**src/rtl/if_fetch_unit_pkg.sv**
```systemverilog
// Shared definitions for the fetch stage: word size, NOP encoding, default
// reset PC, the {pc, instr} entry type and a word-alignment helper.
package if_fetch_unit_pkg;

    localparam int XLEN = 32;

    // Opcode encodings shared with decode.
    localparam logic [6:0] OPC_OP_IMM = 7'b0010011;
    localparam logic [6:0] OPC_BRANCH = 7'b1100011;
    localparam logic [6:0] OPC_JAL    = 7'b1101111;
    localparam logic [6:0] OPC_JALR   = 7'b1100111;

    // addi x0, x0, 0
    localparam logic [XLEN-1:0] NOP_INSTR        = 32'h0000_0013;
    localparam logic [XLEN-1:0] RESET_PC_DEFAULT = 32'h0000_0000;

    // Width of the stale-response counter. Dropped responses do not consume
    // queue credit, so this only has to cover a burst of redirects that each
    // strand up to QDEPTH requests.
    localparam int DROP_W = 8;

    typedef struct packed {
        logic [XLEN-1:0] pc;
        logic [XLEN-1:0] instr;
    } fetch_entry_t;

    function automatic logic [XLEN-1:0] word_align(input logic [XLEN-1:0] addr);
        return {addr[XLEN-1:2], 2'b00};
    endfunction

endpackage

```
**src/rtl/if_fetch_unit_if.sv**
```systemverilog
// Bundle of the fetch stage's memory, redirect and decode-side signals.
//
// Handshakes: a transfer happens in any cycle where valid && ready are both
// high at the rising edge. The request side keeps valid/addr stable until
// accepted, except that a redirect cycle may withdraw valid. The response
// side has no ready: a valid response is always consumed. On the decode side
// the head is offered with id_valid and leaves the queue when id_ready is high.
interface if_fetch_unit_if;
    import if_fetch_unit_pkg::*;

    logic            imem_req_valid;
    logic            imem_req_ready;
    logic [XLEN-1:0] imem_req_addr;
    logic            imem_resp_valid;
    logic [XLEN-1:0] imem_resp_data;
    logic            redir_valid;
    logic [XLEN-1:0] redir_pc;
    logic            id_valid;
    logic            id_ready;
    logic [XLEN-1:0] id_instr;
    logic [XLEN-1:0] id_pc;

    // Fetch unit side.
    modport master (
        output imem_req_valid, imem_req_addr, id_valid, id_instr, id_pc,
        input  imem_req_ready, imem_resp_valid, imem_resp_data,
               redir_valid, redir_pc, id_ready
    );

    // Memory / EX / decode side.
    modport slave (
        input  imem_req_valid, imem_req_addr, id_valid, id_instr, id_pc,
        output imem_req_ready, imem_resp_valid, imem_resp_data,
               redir_valid, redir_pc, id_ready
    );

endinterface

```
**src/rtl/if_fetch_unit_fetch_queue.sv**
```systemverilog
// Small synchronous FIFO of {pc, instr} entries. Pointers carry an extra MSB
// so full and empty are distinguishable; flush empties it in one cycle.
module if_fetch_unit_fetch_queue
    import if_fetch_unit_pkg::*;
#(
    parameter int QDEPTH = 4
) (
    input  logic                    clk,
    input  logic                    rst_n,
    input  logic                    push,
    input  fetch_entry_t            push_data,
    input  logic                    pop,
    input  logic                    flush,
    output fetch_entry_t            head,
    output logic                    empty,
    output logic [$clog2(QDEPTH):0] count
);

    localparam int AW = $clog2(QDEPTH);
    localparam logic [AW:0] PTR_ONE = 1;

    fetch_entry_t mem [QDEPTH];
    logic [AW:0]  wr_ptr;
    logic [AW:0]  rd_ptr;

    // Pointer update; flush wins over a same-cycle push or pop.
    always_ff @(posedge clk or negedge rst_n) begin
        if (!rst_n) begin
            wr_ptr <= '0;
            rd_ptr <= '0;
        end else if (flush) begin
            wr_ptr <= '0;
            rd_ptr <= '0;
        end else begin
            if (push) wr_ptr <= wr_ptr + PTR_ONE;
            if (pop)  rd_ptr <= rd_ptr + PTR_ONE;
        end
    end

    // Entry storage; validity is tracked by the pointers, so no reset.
    always_ff @(posedge clk) begin
        if (push && !flush) mem[wr_ptr[AW-1:0]] <= push_data;
    end

    assign count = wr_ptr - rd_ptr;
    assign empty = (wr_ptr == rd_ptr);
    assign head  = mem[rd_ptr[AW-1:0]];

endmodule

```
**src/rtl/if_fetch_unit.sv**
```systemverilog
// Instruction-fetch stage: owns the fetch PC, issues in-order word requests
// under a credit limit so returning words always fit in the queue, drops
// responses that belong to a squashed path, and feeds decode from the queue.
module if_fetch_unit
    import if_fetch_unit_pkg::*;
#(
    parameter logic [XLEN-1:0] RESET_PC = RESET_PC_DEFAULT,
    parameter int              QDEPTH   = 4
) (
    input  logic             clk,
    input  logic             rst_n,
    if_fetch_unit_if.master  bus
);

    localparam int CW = $clog2(QDEPTH) + 1;
    localparam logic [CW:0]       QD_LIM   = QDEPTH[CW:0];
    localparam logic [XLEN-1:0]   PC_STEP  = 32'd4;
    localparam logic [DROP_W-1:0] DROP_ONE = 1;

    logic              fetch_en;
    logic [XLEN-1:0]   fetch_pc;
    logic [XLEN-1:0]   resp_pc;
    logic [XLEN-1:0]   pc_hold;
    logic [CW-1:0]     outstanding;
    logic [DROP_W-1:0] drop_cnt;

    logic [CW-1:0]     q_count;
    logic              q_empty;
    fetch_entry_t      q_head;
    fetch_entry_t      push_entry;

    logic [CW:0]       inflight;
    logic              req_valid;
    logic              req_fire;
    logic              resp_drop;
    logic              resp_take;
    logic              q_push;
    logic              q_pop;

    // Words already buffered plus words still owed by memory must fit.
    assign inflight  = {1'b0, q_count} + {1'b0, outstanding};
    assign req_valid = fetch_en && !bus.redir_valid && (inflight < QD_LIM);
    assign req_fire  = req_valid && bus.imem_req_ready;

    // Stale responses from a squashed path are consumed by drop_cnt first.
    assign resp_drop = bus.imem_resp_valid && (drop_cnt != '0);
    assign resp_take = bus.imem_resp_valid && (drop_cnt == '0);
    assign q_push    = resp_take && !bus.redir_valid;
    assign q_pop     = !q_empty && bus.id_ready;

    assign push_entry = '{pc: resp_pc, instr: bus.imem_resp_data};

    assign bus.imem_req_valid = req_valid;
    assign bus.imem_req_addr  = fetch_pc;
    assign bus.id_valid       = !q_empty;
    assign bus.id_instr       = q_empty ? NOP_INSTR : q_head.instr;
    assign bus.id_pc          = q_empty ? pc_hold   : q_head.pc;

    if_fetch_unit_fetch_queue #(
        .QDEPTH (QDEPTH)
    ) u_queue (
        .clk       (clk),
        .rst_n     (rst_n),
        .push      (q_push),
        .push_data (push_entry),
        .pop       (q_pop),
        .flush     (bus.redir_valid),
        .head      (q_head),
        .empty     (q_empty),
        .count     (q_count)
    );

    // Hold off requests until the first edge after reset release.
    always_ff @(posedge clk or negedge rst_n) begin
        if (!rst_n) fetch_en <= 1'b0;
        else        fetch_en <= 1'b1;
    end

    // Fetch PC, response PC and the outstanding/drop credit counters.
    always_ff @(posedge clk or negedge rst_n) begin
        if (!rst_n) begin
            fetch_pc    <= RESET_PC;
            resp_pc     <= RESET_PC;
            outstanding <= '0;
            drop_cnt    <= '0;
        end else if (bus.redir_valid) begin
            fetch_pc    <= word_align(bus.redir_pc);
            resp_pc     <= word_align(bus.redir_pc);
            outstanding <= '0;
            // Every owed word becomes stale; a same-cycle response retires one
            // either from drop_cnt or from outstanding, so the net is -1.
            drop_cnt    <= drop_cnt + DROP_W'(outstanding) - DROP_W'(bus.imem_resp_valid);
        end else begin
            if (req_fire) fetch_pc <= fetch_pc + PC_STEP;
            if (q_push)   resp_pc  <= resp_pc + PC_STEP;
            outstanding <= outstanding + CW'(req_fire) - CW'(resp_take);
            if (resp_drop) drop_cnt <= drop_cnt - DROP_ONE;
        end
    end

    // Remember the last presented PC so id_pc holds while the queue is empty.
    always_ff @(posedge clk or negedge rst_n) begin
        if (!rst_n) pc_hold <= '0;
        else        pc_hold <= bus.id_pc;
    end

endmodule

```
**src/flat_wrapper.sv**
```systemverilog
// flat-port wrapper written by rule: the top's interface ports become plain ports
module if_fetch_unit_flat import if_fetch_unit_pkg::*;
#(
    parameter logic [XLEN-1:0] RESET_PC = RESET_PC_DEFAULT,
    parameter int              QDEPTH   = 4
)
  (clk, rst_n, bus_imem_req_valid, bus_imem_req_addr, bus_id_valid, bus_id_instr, bus_id_pc, bus_imem_req_ready, bus_imem_resp_valid, bus_imem_resp_data, bus_redir_valid, bus_redir_pc, bus_id_ready);
  if_fetch_unit_if bus_i ();
  input  logic clk;
  input  logic rst_n;
  output wire logic [$bits(bus_i.imem_req_valid)-1:0] bus_imem_req_valid;
  output wire logic [$bits(bus_i.imem_req_addr)-1:0] bus_imem_req_addr;
  output wire logic [$bits(bus_i.id_valid)-1:0] bus_id_valid;
  output wire logic [$bits(bus_i.id_instr)-1:0] bus_id_instr;
  output wire logic [$bits(bus_i.id_pc)-1:0] bus_id_pc;
  input wire logic [$bits(bus_i.imem_req_ready)-1:0] bus_imem_req_ready;
  input wire logic [$bits(bus_i.imem_resp_valid)-1:0] bus_imem_resp_valid;
  input wire logic [$bits(bus_i.imem_resp_data)-1:0] bus_imem_resp_data;
  input wire logic [$bits(bus_i.redir_valid)-1:0] bus_redir_valid;
  input wire logic [$bits(bus_i.redir_pc)-1:0] bus_redir_pc;
  input wire logic [$bits(bus_i.id_ready)-1:0] bus_id_ready;
  assign bus_imem_req_valid = bus_i.imem_req_valid;
  assign bus_imem_req_addr = bus_i.imem_req_addr;
  assign bus_id_valid = bus_i.id_valid;
  assign bus_id_instr = bus_i.id_instr;
  assign bus_id_pc = bus_i.id_pc;
  assign bus_i.imem_req_ready = bus_imem_req_ready;
  assign bus_i.imem_resp_valid = bus_imem_resp_valid;
  assign bus_i.imem_resp_data = bus_imem_resp_data;
  assign bus_i.redir_valid = bus_redir_valid;
  assign bus_i.redir_pc = bus_redir_pc;
  assign bus_i.id_ready = bus_id_ready;
  if_fetch_unit #(.RESET_PC(RESET_PC), .QDEPTH(QDEPTH)) u_core (.clk(clk), .rst_n(rst_n), .bus(bus_i));
endmodule
```
**config.mk**
```make
export PLATFORM = sky130hd
export DESIGN_NAME = if_fetch_unit_flat
export DESIGN_NICKNAME = d
export VERILOG_FILES = /design/src/rtl/if_fetch_unit_pkg.sv /design/src/rtl/if_fetch_unit_if.sv /design/src/rtl/if_fetch_unit_fetch_queue.sv /design/src/rtl/if_fetch_unit.sv /design/src/flat_wrapper.sv
export SDC_FILE = /design/constraint.sdc
export NUM_CORES = 1
export LEC_CHECK = 0
export CORE_ASPECT_RATIO = 0.7
export CORE_MARGIN = 5
export CORE_UTILIZATION = 35
export DETAILED_ROUTE_END_ITERATION = 12
export SLEW_MARGIN = 25
export SYNTH_ARGS = -nofsm -noshare
export SYNTH_HDL_FRONTEND = slang
export SYNTH_SLANG_ARGS = --single-unit
```
**constraint.sdc**
```tcl
create_clock -name clk -period 9.82 [get_ports clk]
set_input_delay 1.964 -clock clk [delete_from_list [all_inputs] [get_ports clk]]
set_output_delay 1.964 -clock clk [all_outputs]
set_load 0.01 [all_outputs]
```
Yosys cells after proc, flatten, opt, wreduce, memory -nomap -nowiden
Memory sizes are Yosys's and may differ from the RTL's. Index checks and enable logic that the tools add are counted.

Register bits after elaboration: 114. RAM bits: 256. Input port bits: 70. Output and inout port bits: 98. Logic and storage cells: 53. Memories: 1.

Add/subtract/negate cells: 11. Magnitude comparators: 1. Equality and inequality tests: 1. Mux-type cells: 15. Reduce and logical (&&, ||, !) cells: 16.

Memory list: u_core.u_queue.mem (depth 4, width 64, rd ports 1, clocked after Yosys merged registers in 0, write ports 1, line if_fetch_unit_fetch_queue.sv:22) `fetch_entry_t mem [QDEPTH];`.

Operators by type and width (count): 32-bit 2-to-1 mux (6); 32-bit by 3-bit adder with 32-bit output, second input constant (2); 8-bit 2-to-1 mux (2); 3-bit 2-to-1 mux (5); 8-bit by 3-bit adder with 8-bit output (1); 1-bit logical AND (8); 8-bit zero test (1); 2-bit nonzero test (4); 8-bit nonzero test (1); 8-bit by 1-bit subtractor with 8-bit output (1); 8-bit by 1-bit subtractor with 8-bit output, second input constant (1); 3-bit by 1-bit adder with 3-bit output, second input constant (2); 3-bit by 3-bit adder with 4-bit output (1); 4-bit by 3-bit < comparator with 1-bit output, second input constant (1); 3-bit by 1-bit adder with 3-bit output (1); 3-bit == test (1); 3-bit by 1-bit subtractor with 3-bit output (1); 3-bit subtractor (1); 1-bit zero test (2); 1-bit 2-to-1 mux (2).

Depth between registers and ports, before layout
Gate-level depths: netlist of run 1.

Depth after elaboration: 8. Depth in mapped cells: 15. Depth with buffers taken out: 14.

By module
A second synthesis of run 1 with hierarchy kept.

Cells, all modules: 989. Area total of the unflattened synthesis: 15827.7 um^2.

By module, submodules not included: if_fetch_unit_fetch_queue (instances 1, cells an instance 376, area each 9683.0 um^2, sequential area each 7837.5 um^2); if_fetch_unit (instances 1, cells an instance 613, area each 6144.6 um^2, sequential area each 2602.5 um^2).

Least setup slack after synthesis of run 1
No wires, ideal clock.

Path kind: input to register. From: input bus_imem_resp_valid. To: memory u_core.u_queue.mem[0][0] in the netlist's numbering (enable). Library setup time: 427 ps. Arrival: 4118 ps. Required time: 9393 ps. Slack: 5275 ps. Cell stages on the path: 5. Buffers on the path: 1. Path through: nor3b_4 -> nand2_1 -> inv_1 -> buf_2 -> and3_1.

Cells in the longest elaborated chain, start to end: 5.

RTL lines: start: declaration (line flat_wrapper.sv:17) `input wire logic [$bits(bus_i.imem_resp_valid)-1:0] bus_imem_resp_valid;`; 1-bit logical AND (line if_fetch_unit.sv:47) `assign resp_take = bus.imem_resp_valid && (drop_cnt == '0);`; 1-bit logical AND (line if_fetch_unit.sv:48) `assign q_push = resp_take && !bus.redir_valid;`; 1-bit logical AND (line if_fetch_unit_fetch_queue.sv:42) `if (push && !flush) mem[wr_ptr[AW-1:0]] <= push_data;`; 1-bit 2-to-1 mux (line if_fetch_unit_fetch_queue.sv:42); 1-bit 2-to-1 mux (not written as such) (line if_fetch_unit_fetch_queue.sv:42); end: declaration (line if_fetch_unit_fetch_queue.sv:22).

No other way between the ends.

Worst setup path after layout of run 1
From: register u_core.u_queue.rd_ptr[1]. To: output bus_id_pc[8].

Cells in the longest elaborated chain, start to end: 2. Elaborated cells between the ends (all ways): 3. Those cells by class: eq/ne (1); mux (1); memory (1).

RTL lines: start: declaration (line if_fetch_unit_fetch_queue.sv:24) `logic [AW:0] rd_ptr;`; start signal: assignment (line if_fetch_unit_fetch_queue.sv:36) `if (pop) rd_ptr <= rd_ptr + PTR_ONE;`; memory read 4 x 64 bit or 3-bit == test (tied branches); 32-bit 2-to-1 mux (*) (line if_fetch_unit.sv:57) `assign bus.id_pc = q_empty ? pc_hold : q_head.pc;`; end: declaration (line flat_wrapper.sv:15) `output wire logic [$bits(bus_i.id_pc)-1:0] bus_id_pc;`.

Mark *: on every way between the ends. The rest lies on a longest branch, timed or not.

==> run metrics, run 1 <==
CTS Buf Count=37; drt wl/cell=approximately 20 um; register area=10200 um^2; setup TNS=0 ns; first-pass GRT wire length=between 50000 and 60000 um; syn_area_per_cell=14.94 um^2; Setup CP Type=register to output pin; Final Skew=approximately 0.016 ns; TritonCTS Sinks=358; post-detail-place hpwl=approximately 22000 um; Post-Syn Area=15240 um^2; R2R setup slack=roughly 5.2 ns; final RePlAce weighted congestion=a little under 0.8; maxcap violations=0; overall routing resource usage=0.1496; Initial DRC Count=581; WP data required=7.86 ns; total power draw=3.672 mW; Seq cells post-synth=around 360; H-tree Lvls=2; site row count=between 60 and 70; final slew viol count=0; CTS Hold Bufs=0; clk_lat worst skew=0.53 ns; # setup viols final=0; vias in the first global route=9266; Synth area leader=edfxtp_1; Layout Nets=1289; die area=47890 um^2; number of gates resized after CTS=0; Initial Util=0.3512; Die Span X=between 200 and 300 um; via/cell ratio=4.956; clk slew on worst S/H paths=0.06 ns; vias=between 8000 and 9000; CP max FO=36; most common cell in the netlist=edfxtp_1; Ys Warns=0; worst-margin pin slew=approximately 1 ns; FF-to-FF path depth=12; Min-Delay Path Class=register to register; Most used DFF post-synth=edfxtp_1; number of synthesized flops with an enable pin=between 200 and 250; IO Pins=168; largest net degree at the start of global routing=a little under 70; count of different cell masters after synthesis=62; worst setup path start=u_core.u_queue.rd_ptr[1]$_DFFE_PN0P_; outcome=completed; static leakage=around 6.6 nW; global route overflow=0; post-route minimum period=6.159 ns; Setup Buffers After CTS=0; r2r endpoint=u_core.outstanding[2]$_DFF_PN0_; TritonCTS clock tree=done; clock buffer depth=3; Setup crit end=bus_id_pc[8]; DRT antenna net count=0; drt drc=0; VDD IR max=92.72 uV; Startpoint Class=register; Layout area overhead=22.90%; dominant cells by area after synthesis=edfxtp_1, dfrtp_1, mux4_2; power per cell area=196.0 nW/um^2; Max-slew headroom=0.3173; Max Freq=between 150 and 200 MHz; clk root buf=clkbuf_16; Worst setup EP type=output pin; IO Port Bufs=roughly 160; initial antenna violation count=0; critical path arrival=about 4.2 ns; Synth Instances=1020; Pre-antenna DRT Iters=5; Final Hold Fails=0; multi-input logic area=4705 um^2; Post-Route WL=36090 um; Critical R2R Launch=u_core.u_queue.rd_ptr[1]$_DFFE_PN0P_; commonest cells in the netlist=edfxtp_1, nand2_1, dfrtp_1; layout cell share with drive strength beyond 1=0.1373; area share of the largest cell type after synthesis=0.4885; core area=43400 um^2; ys async rst share=0.3073; sequential area share after synthesis=0.6691; Filler cells=approximately 4000; unrepaired setup endpoints after global routing=no; Die H=184.6 um; period utilisation layout=0.6272; diodes inserted=0
## per-layer routing
metal | wire length, um | track usage
met2 | 17360 | 0.2422
met3 | 1845 | 0.03355
met4 | 493 | 0.02725
met1 | 16400 | 0.2117
met5 | 0 | 0
## registers in the layout, indices dropped and copies added (netlist names)
| name | flops |
|---|---|
| u_core.outstanding | 3 |
| u_core.u_queue.wr_ptr | 3 |
| u_core.resp_pc | 30 |
| u_core.fetch_en | 1 |
| u_core.bus.imem_req_addr | 30 |
| u_core.drop_cnt | 8 |
| u_core.pc_hold | 32 |
| u_core.u_queue.rd_ptr | 3 |
| u_core.u_queue.mem | 248 |
## cells in the final DEF (no fill, tap or decap), types with 7 or more instances in the layout
cell	netlist	routed
clkbuf_1	29	13
dfrtp_1	110	108
buf_4	3	7
inv_1	37	37
nor4_1	11	11
clkbuf_16	0	38
mux2_2	10	10
nand3_1	31	31
a21oi_1	11	11
xnor2_1	40	40
o21ai_0	35	35
xor2_1	17	17
clkdlybuf4s50_1	0	161
and3_1	18	13
mux4_2	62	62
nor2_1	25	25
edfxtp_1	248	248
nand4_1	15	15
and2_1	32	32
ha_1	28	28
nor3_1	13	13
nand2_1	143	143
## worst max-delay path, stage by stage, from the launching register on
cell	delay, ns
dfrtp_2	0.82
inv_1	0.19
ha_1	0.31
and3_2	0.19
buf_4	0.27
inv_2	0.52
buf_4	0.48
nand2_1	0.15
nand2_1	0.13
clkdlybuf4s50_1	0.56
## worst min-delay path by stage
| stage | startpoint | endpoint | slack (ns) | depth (start not counted) |
|---|---|---|---|---|
| 4_1_cts | u_core.pc_hold[9]$_DFF_PN0_ | u_core.pc_hold[9]$_DFF_PN0_ | 0.46 | 2 |
| 6_report | u_core.pc_hold[9]$_DFF_PN0_ | u_core.pc_hold[9]$_DFF_PN0_ | 0.46 | 2 |
| 3_5_place_dp | u_core.pc_hold[9]$_DFF_PN0_ | u_core.pc_hold[9]$_DFF_PN0_ | 0.45 | 2 |
| 5_1_grt | u_core.pc_hold[9]$_DFF_PN0_ | u_core.pc_hold[9]$_DFF_PN0_ | 0.47 | 2 |
| 2_1_floorplan | u_core.pc_hold[10]$_DFF_PN0_ | u_core.pc_hold[10]$_DFF_PN0_ | 0.50 | 2 |
| 3_3_place_gp | u_core.pc_hold[14]$_DFF_PN0_ | u_core.pc_hold[14]$_DFF_PN0_ | 0.45 | 2 |
## final cells by class
| class | count | area share |
|---|---|---|
| well taps | 594 | 0.03967 |
| clock buffers | 55 | 0.05630 |
| repair buffers | 174 | 0.09210 |
| multi-input cells | 579 | 0.2511 |
| flip-flops and latches | 358 | 0.5447 |
| inverters | 38 | 0.007614 |
| clock inverters | 12 | 0.008482 |
## report_power, final
part	leakage, nW	switching (mW)	internal (mW)
sequential	3.61	0.0713	1.69
combinational	2.45	0.255	0.251
clock	0.594	0.574	0.829
total	6.65	0.900	2.77
## kinds of logic (layout without fill, tap and decap cells)
group           after synthesis  count (layout)  share of synthesized area
compound gates               93              93                    0.03891
simple gates                321             321                     0.1086
buf+inv                      84             279                    0.02290
fa+ha+maj                    31              31                    0.02692
mux                          74              74                     0.1003
xor+xnor                     57              57                    0.03275
flops                       358             358                     0.6691
other cells                   2               3                  0.0004927
## stage by stage
step                hold slack (ns)  utilization  worst slack [ns]  cell area [um^2]  instances
CTS                          0.4648       0.4312             3.526             18720       1810
global placement             0.4502       0.4033             4.194             17500       1743
detailed placement           0.4511       0.4033             4.105             17500       1743
global route                 0.4722       0.4316             3.290             18730       1810
finish                       0.4613       0.4316             3.661             18730       1810
floorplan                    0.4959            -             5.275             15250       1021
Power figures use the tool's default switching activity.
==> inputs of run 2 (changes only) <==
clock period = 5.35 ns   (was 9.82 ns; I/O delays follow)
==> run 2 against run 1 <==
Effect of this change: final cell count increased by 0.39%; worst setup slack lost 2.9 ns; utilization rose by 0.21 points; sequential power rose by 84%; count of clock-buffer cells in the layout shrank 5; die area did not move; clock power up 86%; sequential cell count unchanged; power increased by 85%; non-clock buffer count rose by 5; hold slack is essentially flat; sequential share of layout area shrank 0.27 points.
==> run metrics, run 2 (same netlist as run 1, synthesis figures left out) <==
Max Freq=218.6 MHz; IO Port Bufs=163 (unchanged); via/cell ratio=4.914 (-0.85%); layout cell share with drive strength beyond 1=0.1431 (+0.005755); Min-Delay Path Class=register to register; Hold Path Depth=2 (unchanged); Layout area overhead=23.51%; setup TNS=0 ns (unchanged); most frequent cells in the layout=edfxtp_1, clkdlybuf4s50_1, nand2_1; outcome=completed; VDD IR max=167.8 uV (+81%); post-detail-place hpwl=22570 um (+1.3%); CP Buf/Inv Count=4 (-1); clk slew on worst S/H paths=0.06 ns (about the same); Initial DRC Count=544 (-6.4%); post-route minimum period=4.574 ns; Sw Pwr=1.681 mW (+87%); Setup Buffers After CTS=0 (unchanged); clk root buf=clkbuf_16; Pre-antenna DRT Iters=4 (-1); diodes inserted=0 (unchanged); worst-margin pin slew=1.034 ns (+0.01348 ns); TritonCTS Sinks=358 (unchanged); FF-to-FF path depth=13 (+1); core area=43400 um^2 (unchanged); vias in the first global route=9131 (-1.5%); CTS Hold Bufs=0 (unchanged); number of flip-flops in the largest register=248 (unchanged); DRT antenna net count=0 (unchanged); Comb power frac=0.137 (about the same); overall routing resource usage=0.1489 (-0.0006880); number of gates resized after CTS=0 (unchanged); final slew viol count=0 (unchanged); critical path's most frequent cell=nand2_1; largest net degree at the start of global routing=67 (-1.5%); CP max FO=35 (-2.8%); Max-slew headroom=0.3083 (-0.009013); WP depth=8 (-1); IO Pins=168 (unchanged); Worst path max stage delay=0.63 ns (-0.19 ns); clk_lat worst skew=0.54 ns (about the same); Layout Nets=1295 (+0.47%); drt wl/cell=19.75 um (-0.97%); Initial Util=0.3512 (unchanged); static leakage=6.686 nW (+0.59%); initial antenna violation count=0 (unchanged); critical path, cell by cell=inv_1, ha_1, and3_2, inv_2, buf_4, nand2_1, nand2_1, clkdlybuf4s50_1; Critical-path top delay cell=dfrtp_2; TritonCTS clock tree=done; Die H=184.6 um (unchanged); Startpoint Class=register; vias=8928 (-0.47%); drt drc=0 (unchanged); Final Hold Fails=0 (unchanged); # setup viols final=0 (unchanged); switching share of total power=0.2479 (+0.002818); final RePlAce weighted congestion=0.7816 (-0.37%); Final Skew=0.02303 ns (+0.006841 ns); period utilisation layout=0.8549; Int Power=5.098 mW (+84%); power share of the clock group=0.385 (+0.003); top cell family by delay on the critical path=buffers and inverters; first-pass GRT wire length=55190 um (-1.2%); power per cell area=360.0 nW/um^2 (+84%); Worst setup EP type=output pin; CTS Buf Count=38 (+2.7%); sequential share of power=0.477 (-0.003); Setup CP Type=register to output pin; commonest non-fill, non-tap cell in the layout=edfxtp_1; unrepaired setup endpoints after global routing=no; global route overflow=0 (unchanged); WP data required=4.28 ns (-3.58 ns); Die Span X=259.4 um (unchanged); site row count=64 (unchanged); clock buffer depth=3 (unchanged); critical path arrival=3.50 ns (-0.69 ns); total power draw=6.778 mW (+85%); maxcap violations=0 (unchanged); H-tree Lvls=2 (unchanged); Post-Route WL=35880 um (-0.58%); die area=47890 um^2 (unchanged)
==> run 2: cell types whose count changed in the layout (fill, tap and decap cells not counted), sizes merged <==
cell / before / now
clkinv: 8 / 14
buf: 13 / 18
clkbuf: 55 / 50
clkinvlp: 0 / 2
inv: 39 / 38
==> run 2: per-stage QoR <==
step / instance area, um^2 / hold slack (ns) / utilization / cells / setup slack, ns
floorplan: 15250 / 0.4959 / - / 1021 / 1.699
global placement: 17590 / 0.4484 / 0.4053 / 1748 / 1.095
detailed placement: 17590 / 0.4518 / 0.4053 / 1748 / 1.090
CTS: 18830 / 0.4680 / 0.4338 / 1817 / 0.6850
global route: 18830 / 0.4878 / 0.4338 / 1817 / 0.5594
finish: 18830 / 0.4614 / 0.4338 / 1817 / 0.7763
==> run 2: metal layers <==
| layer | track usage | wire (um) |
|---|---|---|
| met2 | 0.2433 | 17350 |
| met4 | 0.03845 | 823 |
| met3 | 0.03396 | 1811 |
| met1 | 0.2037 | 15900 |
| met5 | 0 | 0 |
==> run 2: path summary, 6_finish.rpt <==
kind | endpoint | startpoint | slack, ns
setup / recovery | bus_id_pc[12] | u_core.u_queue.rd_ptr[1]$_DFFE_PN0P_ | 0.78
hold / removal | u_core.pc_hold[11]$_DFF_PN0_ | u_core.pc_hold[11]$_DFF_PN0_ | 0.46
setup reg to reg | u_core.outstanding[2]$_DFF_PN0_ | u_core.u_queue.rd_ptr[0]$_DFFE_PN0P_ | 1.14
hold reg to reg | u_core.pc_hold[11]$_DFF_PN0_ | u_core.pc_hold[11]$_DFF_PN0_ | 0.46
max in group asynchronous | u_core.drop_cnt[3]$_DFFE_PN0P_ | rst_n | 3.83
min in group asynchronous | u_core.pc_hold[15]$_DFF_PN0_ | rst_n | 0.53
==> run 2: final cells by class <==
cell class / count / area, um^2
Multi-Input combinational cell: 579 / 4705
Clock buffer: 50 / 1047
Clock inverter: 19 / 190.2
Sequential cell: 358 / 10200
Inverter: 38 / 142.6
Timing Repair Buffer: 179 / 1794
Fill cell: 3948 / 24570
Tap cell: 594 / 743.2
==> run 2: power by group through the flow <==
stage / sequential (mW) / clock [mW] / combinational, mW
global placement: 3.28 / 0 / 0.929
detailed placement: 3.29 / 0 / 0.942
CTS: 3.24 / 2.69 / 0.949
global route: 3.26 / 2.82 / 1.04
finish: 3.24 / 2.61 / 0.932
floorplan: 3.26 / 0 / 0.567
==> run 2: worst reg2reg max path: cells and delay by family (launching register included) <==
family | cells | cell delay [ns]
XOR/XNOR | 2 | 0.34
adder cells (fa/ha/maj) | 5 | 1.49
buffers and inverters | 3 | 0.73
flip-flops | 1 | 0.61
AND/OR/NAND/NOR | 3 | 0.89
==> inputs of run 3 (changes only) <==
CTS_BUF_LIST = sky130_fd_sc_hd__clkbuf_8   (was unset)
CTS_CLUSTER_DIAMETER = 50   (was unset)
clock period = 3.85 ns   (was 5.35 ns; I/O delays follow)
==> run 3 against run 2 <==
Effect of this change: sequential power grew 39%; non-clock buffer count grew 5; register-to-register slack lost 0.57 ns; highest routed layer is now met5; via count grew 1.5%; design area is the same; sequential share of layout area is the same.
==> run metrics, run 3 (same netlist as run 1, synthesis figures left out) <==
FF-to-FF path depth=13 (unchanged); first-pass GRT wire length=56790 um (+2.9%); clk root buf=clkbuf_8; power per cell area=479.8 nW/um^2 (+33%); Min-Delay Path Class=input port to asynchronous set/reset pin; Inst Count DP=1753 (+0.29%); Setup Buffers After CTS=0 (unchanged); most frequent cells in the layout=edfxtp_1, clkdlybuf4s50_1, nand2_1; WP data required=3.08 ns (-1.20 ns); Max Freq=273.2 MHz; worst setup margin=0.1902 ns (-0.5862 ns); Max-slew headroom=0.4407 (+0.1324); DRT antenna net count=0 (unchanged); H-tree Lvls=2 (unchanged); clk slew on worst S/H paths=0.06 ns (about the same); DR top layer=met5; met3 wire length=1928 um (+6.5%); drt drc=0 (unchanged); final RePlAce weighted congestion=0.7821 (about the same); post-detail-place hpwl=22610 um (+0.15%); clk_lat worst skew=0.61 ns (+0.07 ns); Final Skew=0.02812 ns (+0.005086 ns); die area=47890 um^2 (unchanged); static leakage=6.790 nW (+1.6%); CP max FO=35 (unchanged); commonest non-fill, non-tap cell in the layout=edfxtp_1; Critical-path top delay cell=clkdlybuf4s50_1; number of flip-flops in the largest register=248 (unchanged); post-route minimum period=roughly 3.7 ns; maxcap violations=0 (unchanged); Worst setup EP type=output pin; critical path arrival=2.89 ns (-0.61 ns); final slew viol count=0 (unchanged); Final Hold Fails=0 (unchanged); vias in the first global route=9676 (+6.0%); DP Worst Slack=0.4219 ns (-0.6683 ns); layout cell share with drive strength beyond 1=0.1608 (+0.01767); site row count=64 (unchanged); worst-margin pin slew=0.8389 ns (-0.1955 ns); Startpoint Class=register; post-route insts no fill=1864 (+2.6%); Die H=184.6 um (unchanged); outcome=completed; IO Port Bufs=163 (unchanged); # setup viols final=0 (unchanged); CTS Buf Count=58 (+53%); TritonCTS Sinks=358 (unchanged); VDD IR max=186.2 uV (+11%); core area=43400 um^2 (unchanged); WL met1=16700 um (+5.1%); via/cell ratio=4.859 (-1.1%); TritonCTS clock tree=done; drt wl/cell=19.69 um (-0.30%); Post-Route WL=36700 um (+2.3%); IO Pins=168 (unchanged); CTS Hold Bufs=0 (unchanged); Setup CP Type=register to output pin; vias=9058 (+1.5%); Layout area overhead=23.51% (unchanged); initial antenna violation count=1 (+1); largest net degree at the start of global routing=67 (unchanged); number of gates resized after CTS=4 (+4); clock buffer depth=3 (unchanged); Initial DRC Count=426 (-22%); Worst path max stage delay=0.57 ns (-0.06 ns); Layout Nets=1320 (+1.9%); overall routing resource usage=0.1519 (+0.003069); metal2 WL=17370 um (+0.12%); Die Span X=259.4 um (unchanged); Initial Util=0.3512 (unchanged); critical path, cell by cell=inv_1, ha_1, and3_2, buf_4, nand2_1, nand2_1, clkdlybuf4s50_1; global route overflow=0 (unchanged); Pre-antenna DRT Iters=4 (unchanged); period utilisation layout=0.9506; critical path's most frequent cell=nand2_1
## run 3: changes by cell type in the layout (fill, tap and decap cells not counted), sizes merged
| cell | delta |
|---|---|
| diode | +1 |
| clkbuf | +14 |
| buf | +5 |
| inv | +21 |
| clkdlybuf4s50 | -1 |
| clkinv | +9 |
| clkinvlp | -2 |
## run 3: where the power goes
part / leakage, nW / switching (mW) / internal, mW / total, mW
registers: 3.61 / 0.184 / 4.32 / 4.50
clock network: 0.665 / 1.51 / 1.72 / 3.23
logic: 2.52 / 0.658 / 0.647 / 1.30
## run 3: critical path, delay by kind of cell (launching register included)
family,cells,cell delay (ns)
buf+inv,3,1.09
fa+ha+maj,1,0.30
flops,1,0.40
simple gates,3,0.47
## run 3: worst paths after layout
kind / from / endpoint / slack (ns)
worst max-delay path: u_core.u_queue.wr_ptr[0]$_DFFE_PN0N_ / bus_id_pc[4] / 0.19
worst min-delay path: rst_n / u_core.pc_hold[17]$_DFF_PN0_ / 0.25
worst min register to register: u_core.pc_hold[11]$_DFF_PN0_ / u_core.pc_hold[11]$_DFF_PN0_ / 0.46
worst max register to register: u_core.u_queue.wr_ptr[0]$_DFFE_PN0N_ / u_core.bus.imem_req_addr[22]$_DFFE_PN0P_ / 0.57
max in group asynchronous: rst_n / u_core.bus.imem_req_addr[3]$_DFFE_PN0P_ / 2.83
min in group clk: u_core.pc_hold[11]$_DFF_PN0_ / u_core.pc_hold[11]$_DFF_PN0_ / 0.46
## run 3: stage by stage
stage	power [mW]	utilization	area (um^2)	TNS (ns)	hold WS, ns
after floorplan	5.322	-	15250	0	0.4744
after global placement	5.858	0.4067	17650	0	0.4490
after detailed placement	5.891	0.4067	17650	0	0.4521
after CTS	9.178	0.4335	18810	0	0.2307
after global routing	9.538	0.4337	18820	-0.001412	0.2769
final	9.034	0.4338	18830	0	0.2502
## run 3: area by class of cell
cell class                      instances  area (um^2)
Timing Repair Buffer                  184         1867
Inverter                               38        147.6
Sequential cell                       358        10200
Clock inverter                         47        281.5
Fill cell                            4011        24570
Multi-Input combinational cell        579         4713
Clock buffer                           63        867.1
Antenna cell                            1        2.502
Tap cell                              594        743.2
## run 3: per-layer routing
| layer | vias to the layer above | track usage |
|---|---|---|
| met3 | 54 | 0.03876 |
| met4 | 2 | 0.03866 |
| li1 | 4215 | - |
| met5 | - | 0 |
| met1 | 4617 | 0.2096 |
| met2 | 170 | 0.2434 |
